### src/rtl/seven_seg_pkg.sv
// Shared types, glyph table and hex decoder for the seven-segment scanner.
package seven_seg_pkg;

  typedef logic [6:0] seg_t;

  localparam seg_t SEG_BLANK = 7'b0000000;

  // Segment order a..g, bit 6 = a; logical polarity (1 = lit).
  localparam seg_t HEX_GLYPHS [16] = '{
    7'b1111110, 7'b0110000, 7'b1101101, 7'b1111001,
    7'b0110011, 7'b1011011, 7'b1011111, 7'b1110000,
    7'b1111111, 7'b1111011, 7'b1110111, 7'b0011111,
    7'b1001110, 7'b0111101, 7'b1001111, 7'b1000111
  };

  function automatic seg_t hex_to_seg(input logic [3:0] nibble);
    return HEX_GLYPHS[nibble];
  endfunction

endpackage

### src/rtl/seg_scan_timer.sv
// Slot prescaler and digit index for the scanner; flags the blank interval and frame end.
module seg_scan_timer #(
  parameter int unsigned NUM_DIGITS   = 8,
  parameter int unsigned REFRESH_DIV  = 100000,
  parameter int unsigned BLANK_CYCLES = 16,
  parameter int unsigned IDX_W        = (NUM_DIGITS > 1) ? $clog2(NUM_DIGITS) : 1
) (
  input  logic             i_clk,
  input  logic             i_reset,
  output logic [IDX_W-1:0] o_index,
  output logic             o_slot_blank,
  output logic             o_frame_done
);

  localparam int unsigned PRESC_W = $clog2(REFRESH_DIV);

  logic [PRESC_W-1:0] r_presc;
  logic [IDX_W-1:0]   r_index;
  logic               w_presc_last;
  logic               w_index_last;

  assign w_presc_last = (r_presc == PRESC_W'(REFRESH_DIV - 1));
  assign w_index_last = (r_index == IDX_W'(NUM_DIGITS - 1));

  always_ff @(posedge i_clk) begin
    if (i_reset) begin
      r_presc <= '0;
      r_index <= '0;
    end else if (w_presc_last) begin
      r_presc <= '0;
      r_index <= w_index_last ? '0 : r_index + IDX_W'(1);
    end else begin
      r_presc <= r_presc + PRESC_W'(1);
    end
  end

  assign o_index      = r_index;
  assign o_slot_blank = (32'(r_presc) < BLANK_CYCLES);
  // Gated by reset so an aborted frame never reports completion.
  assign o_frame_done = w_presc_last && w_index_last && !i_reset;

endmodule

### src/rtl/seven_seg_scanner.sv
// Time-multiplexed N-digit seven-segment driver with frame-synchronous double buffering,
// leading-zero blanking, decimal points, per-digit enable and an anti-ghosting blank interval.
module seven_seg_scanner
  import seven_seg_pkg::*;
#(
  parameter int unsigned NUM_DIGITS     = 8,
  parameter int unsigned REFRESH_DIV    = 100000,
  parameter int unsigned BLANK_CYCLES   = 16,
  parameter int unsigned SEG_ACTIVE_LOW = 1,
  parameter int unsigned AN_ACTIVE_LOW  = 1
) (
  input  logic                    clk,
  input  logic                    reset,
  input  logic [4*NUM_DIGITS-1:0] value,
  input  logic [NUM_DIGITS-1:0]   dp_in,
  input  logic [NUM_DIGITS-1:0]   digit_en,
  input  logic                    blank_lz,
  input  logic                    load,
  output logic [6:0]              seg,
  output logic                    dp,
  output logic [NUM_DIGITS-1:0]   an,
  output logic                    frame_done
);

  localparam int unsigned IDX_W = (NUM_DIGITS > 1) ? $clog2(NUM_DIGITS) : 1;
  localparam logic [NUM_DIGITS-1:0] AN_ONE = 1;
  localparam seg_t SEG_OFF_PIN = (SEG_ACTIVE_LOW != 0) ? 7'h7F : 7'h00;
  localparam logic DP_OFF_PIN = (SEG_ACTIVE_LOW != 0);
  localparam logic [NUM_DIGITS-1:0] AN_OFF_PIN = (AN_ACTIVE_LOW != 0) ? '1 : '0;

  logic [IDX_W-1:0] w_index;
  logic             w_slot_blank;
  logic             w_frame_done;

  seg_scan_timer #(
    .NUM_DIGITS  (NUM_DIGITS),
    .REFRESH_DIV (REFRESH_DIV),
    .BLANK_CYCLES(BLANK_CYCLES),
    .IDX_W       (IDX_W)
  ) u_timer (
    .i_clk       (clk),
    .i_reset     (reset),
    .o_index     (w_index),
    .o_slot_blank(w_slot_blank),
    .o_frame_done(w_frame_done)
  );

  logic [4*NUM_DIGITS-1:0] r_sh_value, r_act_value;
  logic [NUM_DIGITS-1:0]   r_sh_dp, r_act_dp;
  logic [NUM_DIGITS-1:0]   r_sh_en, r_act_en;
  logic                    r_pending;

  // Active copy uses the pre-edge shadow, so a load on the frame_done cycle waits a frame.
  always_ff @(posedge clk) begin
    if (reset) begin
      r_sh_value  <= '0;
      r_sh_dp     <= '0;
      r_sh_en     <= '0;
      r_act_value <= '0;
      r_act_dp    <= '0;
      r_act_en    <= '0;
      r_pending   <= 1'b0;
    end else begin
      if (w_frame_done && r_pending) begin
        r_act_value <= r_sh_value;
        r_act_dp    <= r_sh_dp;
        r_act_en    <= r_sh_en;
      end
      if (load) begin
        r_sh_value <= value;
        r_sh_dp    <= dp_in;
        r_sh_en    <= digit_en;
        r_pending  <= 1'b1;
      end else if (w_frame_done) begin
        r_pending <= 1'b0;
      end
    end
  end

  logic [3:0] w_nibble;
  logic       w_dp_bit;
  logic       w_en_bit;
  logic       w_lz_dark;
  logic       w_zero_run;

  // Walk from the most significant digit down, tracking whether everything so far is zero.
  always_comb begin
    w_nibble   = 4'h0;
    w_dp_bit   = 1'b0;
    w_en_bit   = 1'b0;
    w_lz_dark  = 1'b0;
    w_zero_run = 1'b1;
    for (int i = int'(NUM_DIGITS) - 1; i >= 0; i--) begin
      w_zero_run = w_zero_run && (r_act_value[4*i +: 4] == 4'h0);
      if (IDX_W'(i) == w_index) begin
        w_nibble  = r_act_value[4*i +: 4];
        w_dp_bit  = r_act_dp[i];
        w_en_bit  = r_act_en[i];
        w_lz_dark = blank_lz && (i != 0) && w_zero_run;
      end
    end
  end

  seg_t                  w_seg_log;
  logic                  w_dp_log;
  logic [NUM_DIGITS-1:0] w_an_log;

  always_comb begin
    w_seg_log = SEG_BLANK;
    w_dp_log  = 1'b0;
    w_an_log  = '0;
    if (!w_slot_blank && w_en_bit && !w_lz_dark) begin
      w_an_log  = AN_ONE << w_index;
      w_seg_log = hex_to_seg(w_nibble);
      w_dp_log  = w_dp_bit;
    end
  end

  seg_t                  r_seg;
  logic                  r_dp;
  logic [NUM_DIGITS-1:0] r_an;

  always_ff @(posedge clk) begin
    if (reset) begin
      r_seg <= SEG_OFF_PIN;
      r_dp  <= DP_OFF_PIN;
      r_an  <= AN_OFF_PIN;
    end else begin
      r_seg <= w_seg_log ^ SEG_OFF_PIN;
      r_dp  <= w_dp_log ^ DP_OFF_PIN;
      r_an  <= w_an_log ^ AN_OFF_PIN;
    end
  end

  assign seg        = r_seg;
  assign dp         = r_dp;
  assign an         = r_an;
  assign frame_done = w_frame_done;

endmodule

### config.mk
export PLATFORM = sky130hd
export DESIGN_NAME = seven_seg_scanner
export DESIGN_NICKNAME = d
export VERILOG_FILES = /design/src/rtl/seven_seg_pkg.sv /design/src/rtl/seg_scan_timer.sv /design/src/rtl/seven_seg_scanner.sv
export SDC_FILE = /design/constraint.sdc
export NUM_CORES = 1
export LEC_CHECK = 0
export CAP_MARGIN = 10
export CORE_ASPECT_RATIO = 0.5
export CORE_UTILIZATION = 25
export CTS_CLUSTER_SIZE = 40
export DETAILED_ROUTE_END_ITERATION = 8
export PLACE_DENSITY_LB_ADDON = 0.1
export SLEW_MARGIN = 5
export SYNTH_ARGS = -nofsm -noshare
export SYNTH_HDL_FRONTEND = slang
export SYNTH_HIERARCHICAL = 1
export SYNTH_SLANG_ARGS = --single-unit
### constraint.sdc
create_clock -name clk -period 5.53 [get_ports clk]
set_input_delay 1.106 -clock clk [delete_from_list [all_inputs] [get_ports clk]]
set_output_delay 1.106 -clock clk [all_outputs]
set_load 0.1 [all_outputs]
; Yosys cells after proc, flatten, opt, wreduce, memory -nomap -nowiden
; Memory sizes are Yosys's and may differ from the RTL's.
; Index checks and enable logic that the tools add are counted.
[classes]
n_addsub = 2
n_lt_le_gt_ge = 2
eq_ne = 9
shifts = 1
mux = 40
bitwise = 4
reduce_logical = 31
[op_table]
columns = operator, count
row1 = $mux 4, 8
row2 = $logic_not 4->1, 7
row3 = $mux 1, 27
row4 = $mux 7, 3
row5 = $logic_and 1x1->1, 18
row6 = $add 17x1->17 const B, 1
row7 = $eq 17x17->1 const B, 1
row8 = $lt 17x5->1 const B, 1
row9 = $eq 3x3->1 const A, 4
row10 = $mux 8, 1
row11 = $not 8->8, 1
row12 = $shl 1x3->8 const A, 1
row13 = $not 7->7, 1
row14 = $eq 2x3->1 const A, 2
row15 = $ge 5x5->1 const B, 1
row16 = $not 4->5, 1
row17 = $add 3x1->3 const B, 1
row18 = $eq 1x3->1 const A, 1
row19 = $eq 3x3->1 const B, 1
row20 = $logic_not 1->1, 3
row21 = $logic_not 3->1, 1
row22 = $mux 3, 1
row23 = $reduce_bool 2->1, 1
row24 = $reduce_or 2->1, 1
row25 = $not 1->1, 1
[word_totals]
ff_bits = 133
mem_bits_ro = 112
output_inout_bits = 17
wordCells = 102
mem_count = 1
[memory_table]
columns = memory, depth, word_bits, rd, rd_clocked_by_memory_dff, wr, line
row1 = (name not given), 16, 7, 1, 0, 0, seven_seg_pkg.sv:17  ; return HEX_GLYPHS[nibble];

; Logic depth before layout (Yosys ltp)
[depth]
depth_word = 15
mapped_depth = 12

; Cells and area by module
; Netlist, hierarchy kept.
[modules_own_cells]
columns = mod, n_inst, cells_each, area_per_inst_um2, seq_area_each_um2
row1 = seven_seg_scanner, 1, 506, 4546.9, 2262.2
row2 = seg_scan_timer, 1, 105, 935.9, 400.4

; Least setup slack after synthesis
; Ideal clock, no wire load.
[synth_path]
path_kind = flip-flop to flip-flop
startpoint = reg u_timer.r_presc[13]
endpoint = reg r_act_en[3]
setup_ps = 71
t_arrival_ps = 4951
path_slack_ps = 509
stages_incl_launch_ff = 10
cell_sequence = dfxtp_1 > or4_1 > or4_1 > buf_6 > nor3b_1 > and2_1 > clkbuf_1 > buf_1 > nand2_1 > a21oi_1
[synth_via]
elab_chain_len = 4
[synth_rtl]
columns = element, line
row1 = start: declaration, seg_scan_timer.sv:17  ; logic [PRESC_W-1:0] r_presc;
row2 = start signal: assignment, seg_scan_timer.sv:33  ; r_presc <= r_presc + PRESC_W'(1);
row3 = $eq 17x17->1, seg_scan_timer.sv:22  ; assign w_presc_last = (r_presc == PRESC_W'(REFRESH_DIV - 1));
row4 = $logic_and 1x1->1 (2 in a row), seg_scan_timer.sv:40  ; assign o_frame_done = w_presc_last && w_index_last && !i_reset;
row5 = via frame_done, seven_seg_scanner.sv:22  ; output logic frame_done
row6 = $logic_and 1x1->1, seven_seg_scanner.sv:64  ; if (w_frame_done && r_pending) begin
row7 = end signal: assignment, seven_seg_scanner.sv:67  ; r_act_en <= r_sh_en;
row8 = end: declaration, seven_seg_scanner.sv:50  ; logic [NUM_DIGITS-1:0] r_sh_en, r_act_en;
; The timed path passes the listed nets, and every way through them passes these cells.
; A chain may end at the register's enable or synchronous reset.

; Worst setup path after layout
[layout_path]
startpoint = reg u_timer.r_presc[0]
endpoint = out frame_done
[layout_via]
elab_chain_len = 3
[layout_rtl]
columns = element, line
row1 = $eq 17x17->1, seg_scan_timer.sv:22
row2 = $logic_and 1x1->1 (2 in a row), seg_scan_timer.sv:40
row3 = end: declaration, seven_seg_scanner.sv:22
; Every way passes these cells.

==> impl_metrics.yaml <==
layout:
  fillCellCount: 2272
  nNetsFinal: 727
  stdcell_count: 970
  antennaDiodeCount: 0
  stdcell_area_mm2: 0.00700
  area_growth_pct: 27.6
  drive_gt1_share_pct: 7.82
placement:
  routabilityCongestion: 0.782
  hpwlAfterDp_mm: 9.39
  placed_area_mm2: 0.00638
  dp.cells: 939
  port_buffers: 68
timing:
  post-route-period-util_pct: 71.0
  grt_setup_unrepaired: "no"
  fin_crit_ns: 3.93
  worst_pin_slew_ns: 0.991
  relSlewSlack_pct: 33.7
  fin_worst_skew_ns: 0.00699
  drv_slew: 0
  max_freq_mhz: 255
  hold_violations: 0
  setup_violations: 0
  setup_tns_ns: 0
clock_network:
  cts_sinks: 133
  clk-insertion-delay-late_ns: 0.42
  ctsResizeCount: 0
  cts_tree: "yes"
  cts_buffers: 17
  cts_setup_buffers: 0
  cts-hold-fix-buffers: 0
  clkSlewWorstSetupHoldPaths_ns: 0.06
  clk_path_buf_depth: 2
  cts_max_level: 4
  cts-root-buf: "clkbuf_16"
detailed_routing:
  viasPerCell: 4.48
  totalWireLength_mm: 14.0
  drc: 0
  wire_per_inst_um: 14.4
  firstDrtPassIters: 5
  drtAntennaViolNets: 0
  num_vias: 4342
  dr.first_iter.drc_count: 171
worst_setup_path:
  crit_path_start_kind: "flop"
  cp_data_required_time_ns: 4.42
  crit_fanout: 6
  reg2reg_slack_ns: 2.12
  r2r_end: "r_act_en[1]"
  cp.arrival_ns: 2.82
  worstRegToRegCells: 8
  r2r-start: "u_timer/r_presc[0]"
  end_kind: "output port"
  critPathKind: "flop to output port"
floorplan:
  die_area_mm2: 0.0226
  die_y_um: 107
  start_util_pct: 26.1
  fp.dieW_um: 211
  io_pins: 69
  fp.coreArea_mm2: 0.0210
  rows: 37
min_path:
  hold_class: "flop to flop"
  hold_depth: 2
  holdPathEnd: "r_act_value[25]"
  worstHoldStart: "r_sh_value[25]"
logic_synthesis:
  netlist_instances: 611
  yosys-top-cells-count: "dfxtp_1 (133), nand2_1 (120), nor2_1 (79)"
  syn-mean-instance-area_um2: 8.97
  yosysSeqAreaShare_pct: 48.6
  yosys.area.top_type_share_pct: 48.6
  synth_nets: 672
  synth.most_common_cell: "dfxtp_1"
  synth_ff_type: "dfxtp_1"
  ys_async_sr_fraction_pct: 0
  synth_area_leaders: "dfxtp_1 (49%), mux2i_1 (9.7%), nand2_1 (8.2%)"
  yosysWarnings: 6
  ys_types: 45
  ys_ff_latch: 133
  yosysTopAreaCell: "dfxtp_1"
  synth-edff-count: 0
  synth_area_mm2: 0.00548
global_routing:
  grt_max_degree: 86
  grt_pass1_vias: 4214
  grt_pass1_wl_mm: 22.9
  overflow: 0
  antenna_found_initial: 0
  grt_use_total_pct: 13.3
pwr:
  switching_share_pct: 21.5
  p_leak_nw: 2.58
  p_int_mw: 1.78
  ir_worst_vdd_mv: 0.197
  p_comb_share_pct: 4.3
  seqPwrFrac_pct: 43.9
  p_switching_uw: 488
  power.share.clock_pct: 51.8
  finalPower_mw: 2.27
  power_density_mw_per_mm2: 324
flow_run:
  maxCapViolations: 0
outcome:
  status: "finished clean"
## cell usage in the layout (no fill, tap or decap), types with 6 or more instances in the layout
cell type        count
inv_1               12
mux2i_1             53
nand3_1             12
a21oi_1             59
buf_4                9
clkdlybuf4s50_1     65
nand2_1            120
dfxtp_1            133
ha_1                 9
or4_1                6
o21ai_0              9
clkbuf_16           17
nor2_1              79
nor4_1              11
xnor2_1             10
nand4_1              9
mux4_2               6
## state kept, by name, indices dropped and copies added (netlist names)
signal	cells
r_act_en	8
an	8
r_act_dp	8
dp	1
r_sh_dp	8
seg	7
r_act_value	32
r_pending	1
u_timer/r_presc	17
r_sh_en	8
r_sh_value	32
u_timer/o_index	3
## power groups by stage
| stage | Sequential [mW] | Clock [mW] | Combinational (mW) |
|---|---|---|---|
| global route | 0.998 | 1.26 | 0.108 |
| detailed placement | 1.02 | 0 | 0.0997 |
| global placement | 1.02 | 0 | 0.0986 |
| floorplan | 1.01 | 0 | 0.0533 |
| finish | 0.995 | 1.18 | 0.0978 |
| CTS | 0.996 | 1.21 | 0.0999 |
## how the worst max path moves through the flow
stage | startpoint | end
after floorplan | u_timer/r_presc[13] | r_act_en[3]
after global placement | u_timer/r_presc[13] | frame_done
after detailed placement | u_timer/r_presc[0] | frame_done
after CTS | u_timer/r_presc[0] | frame_done
after global routing | u_timer/r_presc[0] | frame_done
final | u_timer/r_presc[0] | frame_done
## metrics by stage
step	setup slack (ns)	hold slack, ns	util (%)
2_1_floorplan	0.509	0.377	-
3_3_place_gp	2.08	0.438	30.4
3_5_place_dp	2.03	0.434	30.4
4_1_cts	1.56	0.453	33.3
5_1_grt	1.42	0.470	33.3
6_report	1.60	0.454	33.3
## cells by family (layout without fill, tap and decap cells)
group                      Yosys count  after routing  synth area share [%]
and+or+nand+nor                    258            258                  20.4
DFF                                133            133                  48.6
AOI/OAI and AO/OA                   83             83                  8.22
muxes                               65             65                  14.5
buffers and inverters               51            118                  4.29
xor gates and xnor gates            12             12                  1.92
adders and majority gates            9              9                  2.05
## per-layer routing
metal / vias up / share of wire (%) / GRT usage, % / routed length (um)
met3: 14 / 3.7 / 3.22 / 518
met2: 78 / 42 / 18.8 / 5820
li1: 2197 / - / - / -
met1: 2053 / 54 / 19.2 / 7480
met4: 0 / 1.1 / 4.97 / 153
met5: - / 0 / 0 / 0
## worst max-delay path: stages, from the launching register on
cell and delay, ns:
dfxtp_1 0.37, ha_1 0.22, nand4_1 0.27, or4_1 0.73, nor3b_1 0.43, buf_4 0.37
## layout make-up
type                       instances  area (um2)  area share (%)
sequential                       133        2660            38.0
multi-input combinational        427        2580            36.9
timing repair buffer              75         723            10.3
clock buffer                      20         467            6.67
tap                              292         365            5.22
clock inverter                    11         150            2.15
inverter                          12        45.0           0.644
No activity file was read; power rests on OpenSTA's default activity.
